===== src/rtl/adc_scan_sequencer.sv =====
// Round-robin scan sequencer for a parallel ADC behind an analog mux.
// BUSY-driven conversion timing with timeout; samples leave via a 1-entry buffer.
module adc_scan_sequencer #(
  parameter int DATA_W      = 8,
  parameter int NUM_CH      = 4,
  parameter int BASE_PERIOD = 200000,
  parameter int SETTLE_CYC  = 4,
  parameter int CONVST_CYC  = 2,
  parameter int RD_CYC      = 3,
  parameter int TIMEOUT_CYC = 1000,
  localparam int CH_W = (NUM_CH > 1) ? $clog2(NUM_CH) : 1
) (
  input  logic              Clk,
  input  logic              Rst,
  input  logic              enable,
  input  logic [2:0]        rateSel,
  input  logic [NUM_CH-1:0] chMask,
  input  logic              adcBusy,
  input  logic [DATA_W-1:0] D,
  output logic              CS,
  output logic              RD,
  output logic              CONVST,
  output logic [CH_W-1:0]   chSel,
  output logic [DATA_W-1:0] sampleData,
  output logic [CH_W-1:0]   sampleCh,
  output logic              sampleValid,
  input  logic              sampleReady,
  output logic              overrun,
  output logic              missedTick,
  output logic              timeout
);

  localparam int PW = $clog2(BASE_PERIOD + 1);
  localparam int CW = 8;
  localparam int TW = $clog2(TIMEOUT_CYC + 1);
  localparam logic [PW-1:0] BASE_L   = PW'(BASE_PERIOD);
  localparam logic [CW-1:0] SETTLE_L = CW'(SETTLE_CYC - 1);
  localparam logic [CW-1:0] CONV_L   = CW'(CONVST_CYC - 1);
  localparam logic [CW-1:0] RD_L     = CW'(RD_CYC - 1);
  localparam logic [TW-1:0] TO_L     = TW'(TIMEOUT_CYC - 1);

  typedef enum logic [2:0] {
    IDLE, SETTLE, CONV, WAIT_HI, WAIT_LO, READ, LOAD
  } state_t;

  state_t state, stateNxt;

  logic            busyS1, busyS2;
  logic [PW-1:0]   perCnt, periodLen;
  logic            tick;
  logic [CW-1:0]   cycCnt, cycCntNxt;
  logic [TW-1:0]   toCnt, toCntNxt;
  logic            toFire;
  logic [CH_W-1:0] lastCh, pickCh;
  logic            pickOk;
  logic [DATA_W-1:0] dataCap;
  logic            csNxt, convstNxt;

  assign periodLen = BASE_L >> rateSel;
  // >= so a shortened period after a rateSel change still wraps at once
  assign tick = enable && (periodLen != '0)
             && (perCnt >= periodLen - PW'(1));

  always_ff @(posedge Clk or posedge Rst) begin
    if (Rst) begin
      perCnt <= '0;
      busyS1 <= 1'b0;
      busyS2 <= 1'b0;
    end else begin
      busyS1 <= adcBusy;
      busyS2 <= busyS1;
      if (!enable || tick) perCnt <= '0;
      else                 perCnt <= perCnt + PW'(1);
    end
  end

  always_comb begin
    pickOk = 1'b0;
    pickCh = lastCh;
    for (int k = 1; k <= NUM_CH; k++) begin
      int idx;
      idx = (int'(lastCh) + k) % NUM_CH;
      if (!pickOk && chMask[CH_W'(idx)]) begin
        pickOk = 1'b1;
        pickCh = CH_W'(idx);
      end
    end
  end

  always_comb begin
    stateNxt  = state;
    cycCntNxt = cycCnt + CW'(1);
    toCntNxt  = toCnt;
    toFire    = 1'b0;
    unique case (state)
      IDLE: begin
        cycCntNxt = '0;
        if (tick && pickOk) stateNxt = SETTLE;
      end
      SETTLE: if (cycCnt == SETTLE_L) begin
        stateNxt  = CONV;
        cycCntNxt = '0;
      end
      CONV: if (cycCnt == CONV_L) begin
        stateNxt  = WAIT_HI;
        cycCntNxt = '0;
        toCntNxt  = '0;
      end
      WAIT_HI: begin
        cycCntNxt = '0;
        toCntNxt  = toCnt + TW'(1);
        if (busyS2) stateNxt = WAIT_LO;
        else if (toCnt >= TO_L) begin
          stateNxt = IDLE;
          toFire   = 1'b1;
        end
      end
      WAIT_LO: begin
        cycCntNxt = '0;
        toCntNxt  = toCnt + TW'(1);
        if (!busyS2) stateNxt = READ;
        else if (toCnt >= TO_L) begin
          stateNxt = IDLE;
          toFire   = 1'b1;
        end
      end
      READ: if (cycCnt == RD_L) stateNxt = LOAD;
      LOAD: stateNxt = IDLE;
      default: stateNxt = IDLE;
    endcase
    csNxt     = (stateNxt != READ);
    convstNxt = (stateNxt != CONV);
  end

  always_ff @(posedge Clk or posedge Rst) begin
    if (Rst) begin
      state       <= IDLE;
      cycCnt      <= '0;
      toCnt       <= '0;
      CS          <= 1'b1;
      RD          <= 1'b1;
      CONVST      <= 1'b1;
      chSel       <= '0;
      lastCh      <= CH_W'(NUM_CH - 1);
      dataCap     <= '0;
      sampleData  <= '0;
      sampleCh    <= '0;
      sampleValid <= 1'b0;
      overrun     <= 1'b0;
      missedTick  <= 1'b0;
      timeout     <= 1'b0;
    end else begin
      state  <= stateNxt;
      cycCnt <= cycCntNxt;
      toCnt  <= toCntNxt;
      CS     <= csNxt;
      RD     <= csNxt;
      CONVST <= convstNxt;
      if (state == IDLE && tick && pickOk) begin
        chSel  <= pickCh;
        lastCh <= pickCh;
      end
      if (state == READ && cycCnt == RD_L) dataCap <= D;
      // a handshake in the LOAD cycle frees the slot, so no overrun
      if (state == LOAD) begin
        sampleData  <= dataCap;
        sampleCh    <= chSel;
        sampleValid <= 1'b1;
        if (sampleValid && !sampleReady) overrun <= 1'b1;
      end else if (sampleValid && sampleReady) begin
        sampleValid <= 1'b0;
      end
      if (tick && state != IDLE) missedTick <= 1'b1;
      if (toFire) timeout <= 1'b1;
    end
  end

endmodule


===== config.mk =====
export PLATFORM = sky130hd
export DESIGN_NAME = adc_scan_sequencer
export DESIGN_NICKNAME = d
export VERILOG_FILES = /design/src/rtl/adc_scan_sequencer.sv
export SDC_FILE = /design/constraint.sdc
export NUM_CORES = 1
export LEC_CHECK = 0
export BUFFER_PORTS_ARGS = -buffer_cell sky130_fd_sc_hd__buf_2
export CORE_ASPECT_RATIO = 0.5
export CORE_UTILIZATION = 50
export CTS_CLUSTER_DIAMETER = 50
export DETAILED_ROUTE_END_ITERATION = 12
export GPL_TIMING_DRIVEN = 0
export PLACE_DENSITY = 0.69
export SETUP_SLACK_MARGIN = 0.02
export SKIP_CTS_REPAIR_TIMING = 1
export SLEW_MARGIN = 25
export SYNTH_ARGS = -nofsm -noshare
export SYNTH_HDL_FRONTEND = slang
export SYNTH_SLANG_ARGS = --single-unit

===== constraint.sdc =====
create_clock -name Clk -period 2.6 [get_ports Clk]
set_input_delay 0.52 -clock Clk [delete_from_list [all_inputs] [get_ports Clk]]
set_output_delay 0.52 -clock Clk [all_outputs]
set_load 0.01 [all_outputs]

Yosys cells after proc, flatten, opt, wreduce, memory -nomap -nowiden:

Cells that the tools add are included.

* add/subtract/negate cells: 8
* equal/unequal tests: 12
* reductions and logical operators: 27
* $lt $le $gt $ge: 6
* shift-type cells: 1
* multiplexer cells: 40

Operator list (number)
* 8-bit one-hot mux with 3 select lines: 1
* 3-bit 2-to-1 mux: 7
* 10-bit one-hot mux with 2 select lines: 1
* 18-bit by 1-bit adder with 18-bit output (second input constant): 1
* 18-bit greater-or-equal comparator: 1
* 18-bit 2-to-1 mux: 1
* 3-bit one-hot mux with 6 select lines: 1
* 18-bit nonzero test: 1
* 18-bit by 3-bit right shift with 18-bit output (first input constant): 1
* 18-bit by 1-bit subtractor with 18-bit output (second input constant): 1
* 1-bit 2-to-1 mux: 17
* 8-bit by 2-bit == test with 1-bit output (second input constant): 2
* 2-bit by 4-bit < comparator with 1-bit output (second input constant): 4
* 8-bit 2-to-1 mux: 2
* 1-bit logical AND: 12
* 10-bit by 1-bit adder with 10-bit output (second input constant): 1
* 10-bit greater-or-equal comparator (second input constant): 1
* 10-bit 2-to-1 mux: 1
* 3-bit == test (second input constant): 3
* 8-bit by 1-bit adder with 8-bit output (second input constant): 1
* 1-bit binary-select mux with 2-bit select: 4
* 8-bit by 1-bit == test with 1-bit output (second input constant): 1
* 2-bit 2-to-1 mux: 4
* 3-bit by 2-bit == test with 1-bit output (second input constant): 2
* other kinds (15): 23

* word-level logic and storage cells: 111
* bits in registers: 69

Logic depth before layout (Yosys ltp):

* depth after elaboration: 18
* depth in mapped cells: 16
* depth with buffers taken out: 14

Worst setup path before layout:

Ideal clock, no wire load.

* path kind: input -> register
* from: in rateSel[1]
* to: reg perCnt[10]
* arrival: 3292 ps
* stages: 16
* data required time: 2529 ps
* setup time: 71 ps
* slack: -763 ps
* cells stage by stage: inv_1 ha_1 nand2b_1 or3_1 nor2_1 a31oi_1 or2_1 ha_1 a21oi_1 o211ai_1 a21oi_1 o211ai_2 a21bo_2 buf_6 buf_6 nor2_1

* word-level cells in the longest chain between the ends: 6
* elaborated cells between the ends (all ways): 8
* those cells by class: add/sub: 1; order compare: 1; shift: 1; mux: 1; reduce/logical: 4

RTL lines
* start: declaration: line 16 `input logic [2:0] rateSel,`
* 18-bit by 3-bit right shift with 18-bit output *: line 59 `assign periodLen = BASE_L >> rateSel;`
* 18-bit by 1-bit subtractor with 18-bit output / 18-bit nonzero test (equally long branches): line 62, 61
* 18-bit greater-or-equal comparator / 1-bit logical AND (equally long branches): line 62, 61
* 1-bit logical AND *: line 62 `&& (perCnt >= periodLen - PW'(1));`
* 1-bit logical OR *: line 72 `if (!enable || tick) perCnt <= '0;`
* 18-bit 2-to-1 mux *: line 72
* end signal: assignment: line 73 `else perCnt <= perCnt + PW'(1);`
* end: declaration: line 49 `logic [PW-1:0] perCnt, periodLen;`

Mark *: on every way between the ends. The rest lies on a longest branch, timed or not.
A chain may end at the register's enable or synchronous reset.

Final worst setup path:

* from: in rateSel[1]
* to: reg chSel[0]

* word-level cells in the longest chain between the ends: 6
* elaborated cells between the ends (all ways): 8
* those cells by class: add/sub: 1; order compare: 1; shift: 1; reduce/logical: 5

RTL lines
* 18-bit by 3-bit right shift with 18-bit output *: line 59
* 18-bit by 1-bit subtractor with 18-bit output / 18-bit nonzero test (equally long branches): line 62, 61
* 18-bit greater-or-equal comparator / 1-bit logical AND (equally long branches): line 62, 61
* 1-bit logical AND *: line 62
* 1-bit logical AND * (2 in a row): line 159 `if (state == IDLE && tick && pickOk) begin`
* end signal: assignment: line 160 `chSel <= pickCh;`
* end: declaration: line 23 `output logic [CH_W-1:0] chSel,`

Marked as above.

==> results.toml <==
[synthesis]
syn_nets = 467
synth_fa_ha_area_share_pct = 10.6
synthCells = 412
ys_types = 59
synth_top_area_cell = "dfrtp_1"
synth_top_family_by_area = "simple AND/OR/NAND/NOR gates"
synth-seq-cells = 69
syn_area_per_cell_um2 = 10.0
yosys_warnings = 0
synthXorXnorAreaFrac_pct = 7.87
async_flop_share_pct = 100
ys.flop_type = "dfrtp_1"
synth.top_cell.area_share_pct = 39.5
synth.area.mux_share_pct = 6.26
yosysSeqAreaShare_pct = 42.0
yosys.area_share.simple_pct = 19.6
syn_area_um2 = 4120
synth_compound_area_share_pct = 10.4
synth_edf_count = 0
synth.area.top_cells = "dfrtp_1 (39%), ha_1 (11%), nor2_1 (5.1%)"

[die]
coreArea_um2 = 7650
die_w_um = 130
ios = 39
die_y_um = 66.2
dieArea_um2 = 8630
start_util_pct = 53.8
fp-row-count = 22

[detailed_routing]
route.vias.total = 3088
finalWirelength_um = 8050
vias_per_cell = 5.23
firstDrtPassIters = 4
drc = 0
drt_iter0_drc = 103
avgRoutedWirePerCell_um = 13.6
antenna_left = 0

[cells_and_area]
fill_cells = 583
insertedDiodeCount = 0
regArea_um2 = 1730
mostFrequentLayoutCell = "dfrtp_1"
final_nets = 533
final_cell_mix = "dfrtp_1 (65), buf_2 (40), nor2_1 (39), ha_1 (32), nand2_1 (30)"
syn2layout_area_growth_pct = 25.3
drive_gt1_share_pct = 28.6
multi_input_area_um2 = 2450

[clocking]
cts_inserted_buffers = 9
htreeDepth = 3
clockBufferDepth = 2
clock-sinks = 69
clk_pin_slew_ns = 0.05
clock_latency_ns = 0.33
clockRootBuffer = "clkbuf_16"
tritoncts = "done"

[timing]
worst_slew_pin_slew_ns = 0.561
setup_viol = 24
finalClockSkew_ns = 0.00589
hold_viol = 0
layout_setup_ws_ns = -0.596
hold_slack_ns = 0.152
max_slew_margin_pct = 62.4
fmax_mhz = 313
rsz0062_at_grt = "yes"
slew_violations = 0
post-route-min-period_ns = 3.20
post-route-period-util_pct = 123

[power_and_ir_drop]
fin_total_pwr_mw = 3.87
power.density_nw_per_um2 = 749
power.switching_mw = 1.20
seqPwrFrac_pct = 37.7
power_frac_comb_pct = 30.0
clkPwrFrac_pct = 32.3
p_leak_nw = 2.40
swShare_pct = 31.0
internal-power_mw = 2.67
peakVddDrop_v = 0.000431

[critical_path]
crit_type = "in -> reg"
cp.depth = 16
endpoint_kind = "flop"
crit_chain = "buf_12, clkinvlp_4, ha_4, nand2b_4, or3_4, nor2_4, a31oi_1, or2_1, ha_4, a21oi_2, o211ai_1, a21oi_1, o211ai_2, buf_4, nand2b_4, mux2_4"
worst-path-buf-inv = 3
critPathTopFamily = "simple AND/OR/NAND/NOR gates"
required_ns = 2.81
start_kind = "primary input"
cp_slowest_cell = "or3_4"
critPathArrivalTime_ns = 3.41
crit_fanout = 6
max_stage_delay_ns = 0.40
rr_worst_depth = 9

[placement]
dp_slack_ns = -1.16
port_buffers = 38
gp_congestion = 0.850
dp_hpwl_um = 5580

[global_routing]
grt_start_max_net_pins = 49
met3_usage_pct = 3.96
grt_pass1_wl_um = 13100
met1_usage_pct = 26.0
overflow = 0
top_usage_layer = "met2"
grt_util_all_layers_pct = 19.9
met2_usage_pct = 33.4
antenna_found_initial = 0
grt_pass1_vias = 2932

[flow_run]
drv_cap = 0

[worst_hold_path]
hold_path_class = "in -> async"

[status]
status = "finished with violations"
failed_checks = "setup timing"
final timing paths:
kind	slack, ns	to	from
max	-0.60	chSel[0]$_DFFE_PP0P_	rateSel[1]
min	0.15	toCnt[3]$_DFFE_PP0P_	Rst
min in group Clk	0.30	busyS1$_DFF_PP0_	adcBusy
min reg2reg	0.35	busyS2$_DFF_PP0_	busyS1$_DFF_PP0_
max reg2reg	0.36	chSel[0]$_DFFE_PP0P_	perCnt[0]$_DFF_PP0_
max in group asynchronous	1.88	RD$_DFF_PP1_	Rst
power groups by stage:
| stage | Clock [mW] | Sequential [mW] | Combinational, mW |
|---|---|---|---|
| floorplan | 0 | 1.48 | 0.797 |
| global placement | 0 | 1.46 | 1.10 |
| detailed placement | 0 | 1.47 | 1.12 |
| CTS | 1.28 | 1.46 | 1.13 |
| global route | 1.33 | 1.48 | 1.30 |
| finish | 1.25 | 1.46 | 1.16 |
state kept, by name (all words and copies together), names as in the netlist, 2 cells and up:
name        cells
chSel           2
cycCnt          8
sampleCh        2
toCnt          10
perCnt         18
lastCh          2
dataCap         8
state           3
sampleData      8
worst reg2reg max path, cell delays in order (launching register included):
cell	delay, ns
dfrtp_1	0.48
inv_1	0.08
ha_1	0.27
nand2b_1	0.09
a21oi_1	0.07
o311a_1	0.30
o211ai_2	0.28
buf_4	0.18
nand2b_4	0.07
mux2_4	0.30
logic make-up (layout without fill, tap and decap cells):
| logic type | count (synthesis) | in the layout |
|---|---|---|
| muxes | 22 | 22 |
| xor gates and xnor gates | 37 | 37 |
| DFF | 69 | 69 |
| buffers and inverters | 29 | 100 |
| AOI/OAI and AO/OA | 62 | 62 |
| and+or+nand+nor | 158 | 158 |
| adders and majority gates | 35 | 35 |
cell type report:
| type | instances | area share (%) |
|---|---|---|
| Tap cell | 108 | 2.62 |
| Multi-Input combinational cell | 314 | 47.4 |
| Clock inverter | 5 | 1.45 |
| Timing Repair Buffer | 56 | 7.80 |
| Buffer | 9 | 1.09 |
| Inverter | 19 | 1.62 |
| Clock buffer | 11 | 4.51 |
| Sequential cell | 69 | 33.5 |
Yosys cell counts (all sizes together), types with 3 or more instances:
cell type and instances:
o21ai 10, mux2 21, o211ai 3, dfstp 4, a31oi 4, nor3 6, nor2 57, nand2b 9
nor2b 4, ha 35, a21o 4, o22ai 5, nand3 18, and3 5, xor2 19, xnor2 18
nand4 11, a21oi 18, or3 3, and2 3, inv 18, dfrtp 65, buf 8, nand2 30
metal layers:
| layer | wire [um] | up-vias |
|---|---|---|
| met4 | 100 | 0 |
| met2 | 3890 | 28 |
| li1 | - | 1569 |
| met5 | 0 | - |
| met1 | 3910 | 1480 |
| met3 | 155 | 11 |
through the flow:
| step | util, % | instances | cell area, um2 | setup TNS (ns) |
|---|---|---|---|---|
| 6_report | 67.5 | 591 | 5160 | -11.60 |
| 5_1_grt | 67.5 | 591 | 5160 | -13.99 |
| 4_1_cts | 63.4 | 575 | 4850 | -17.15 |
| 3_5_place_dp | 59.4 | 559 | 4540 | -25.00 |
| 3_3_place_gp | 59.0 | 558 | 4510 | -55.85 |
| 2_1_floorplan | - | 412 | 4190 | -12.02 |
Note: power is estimated with default switching activity, not from simulation.
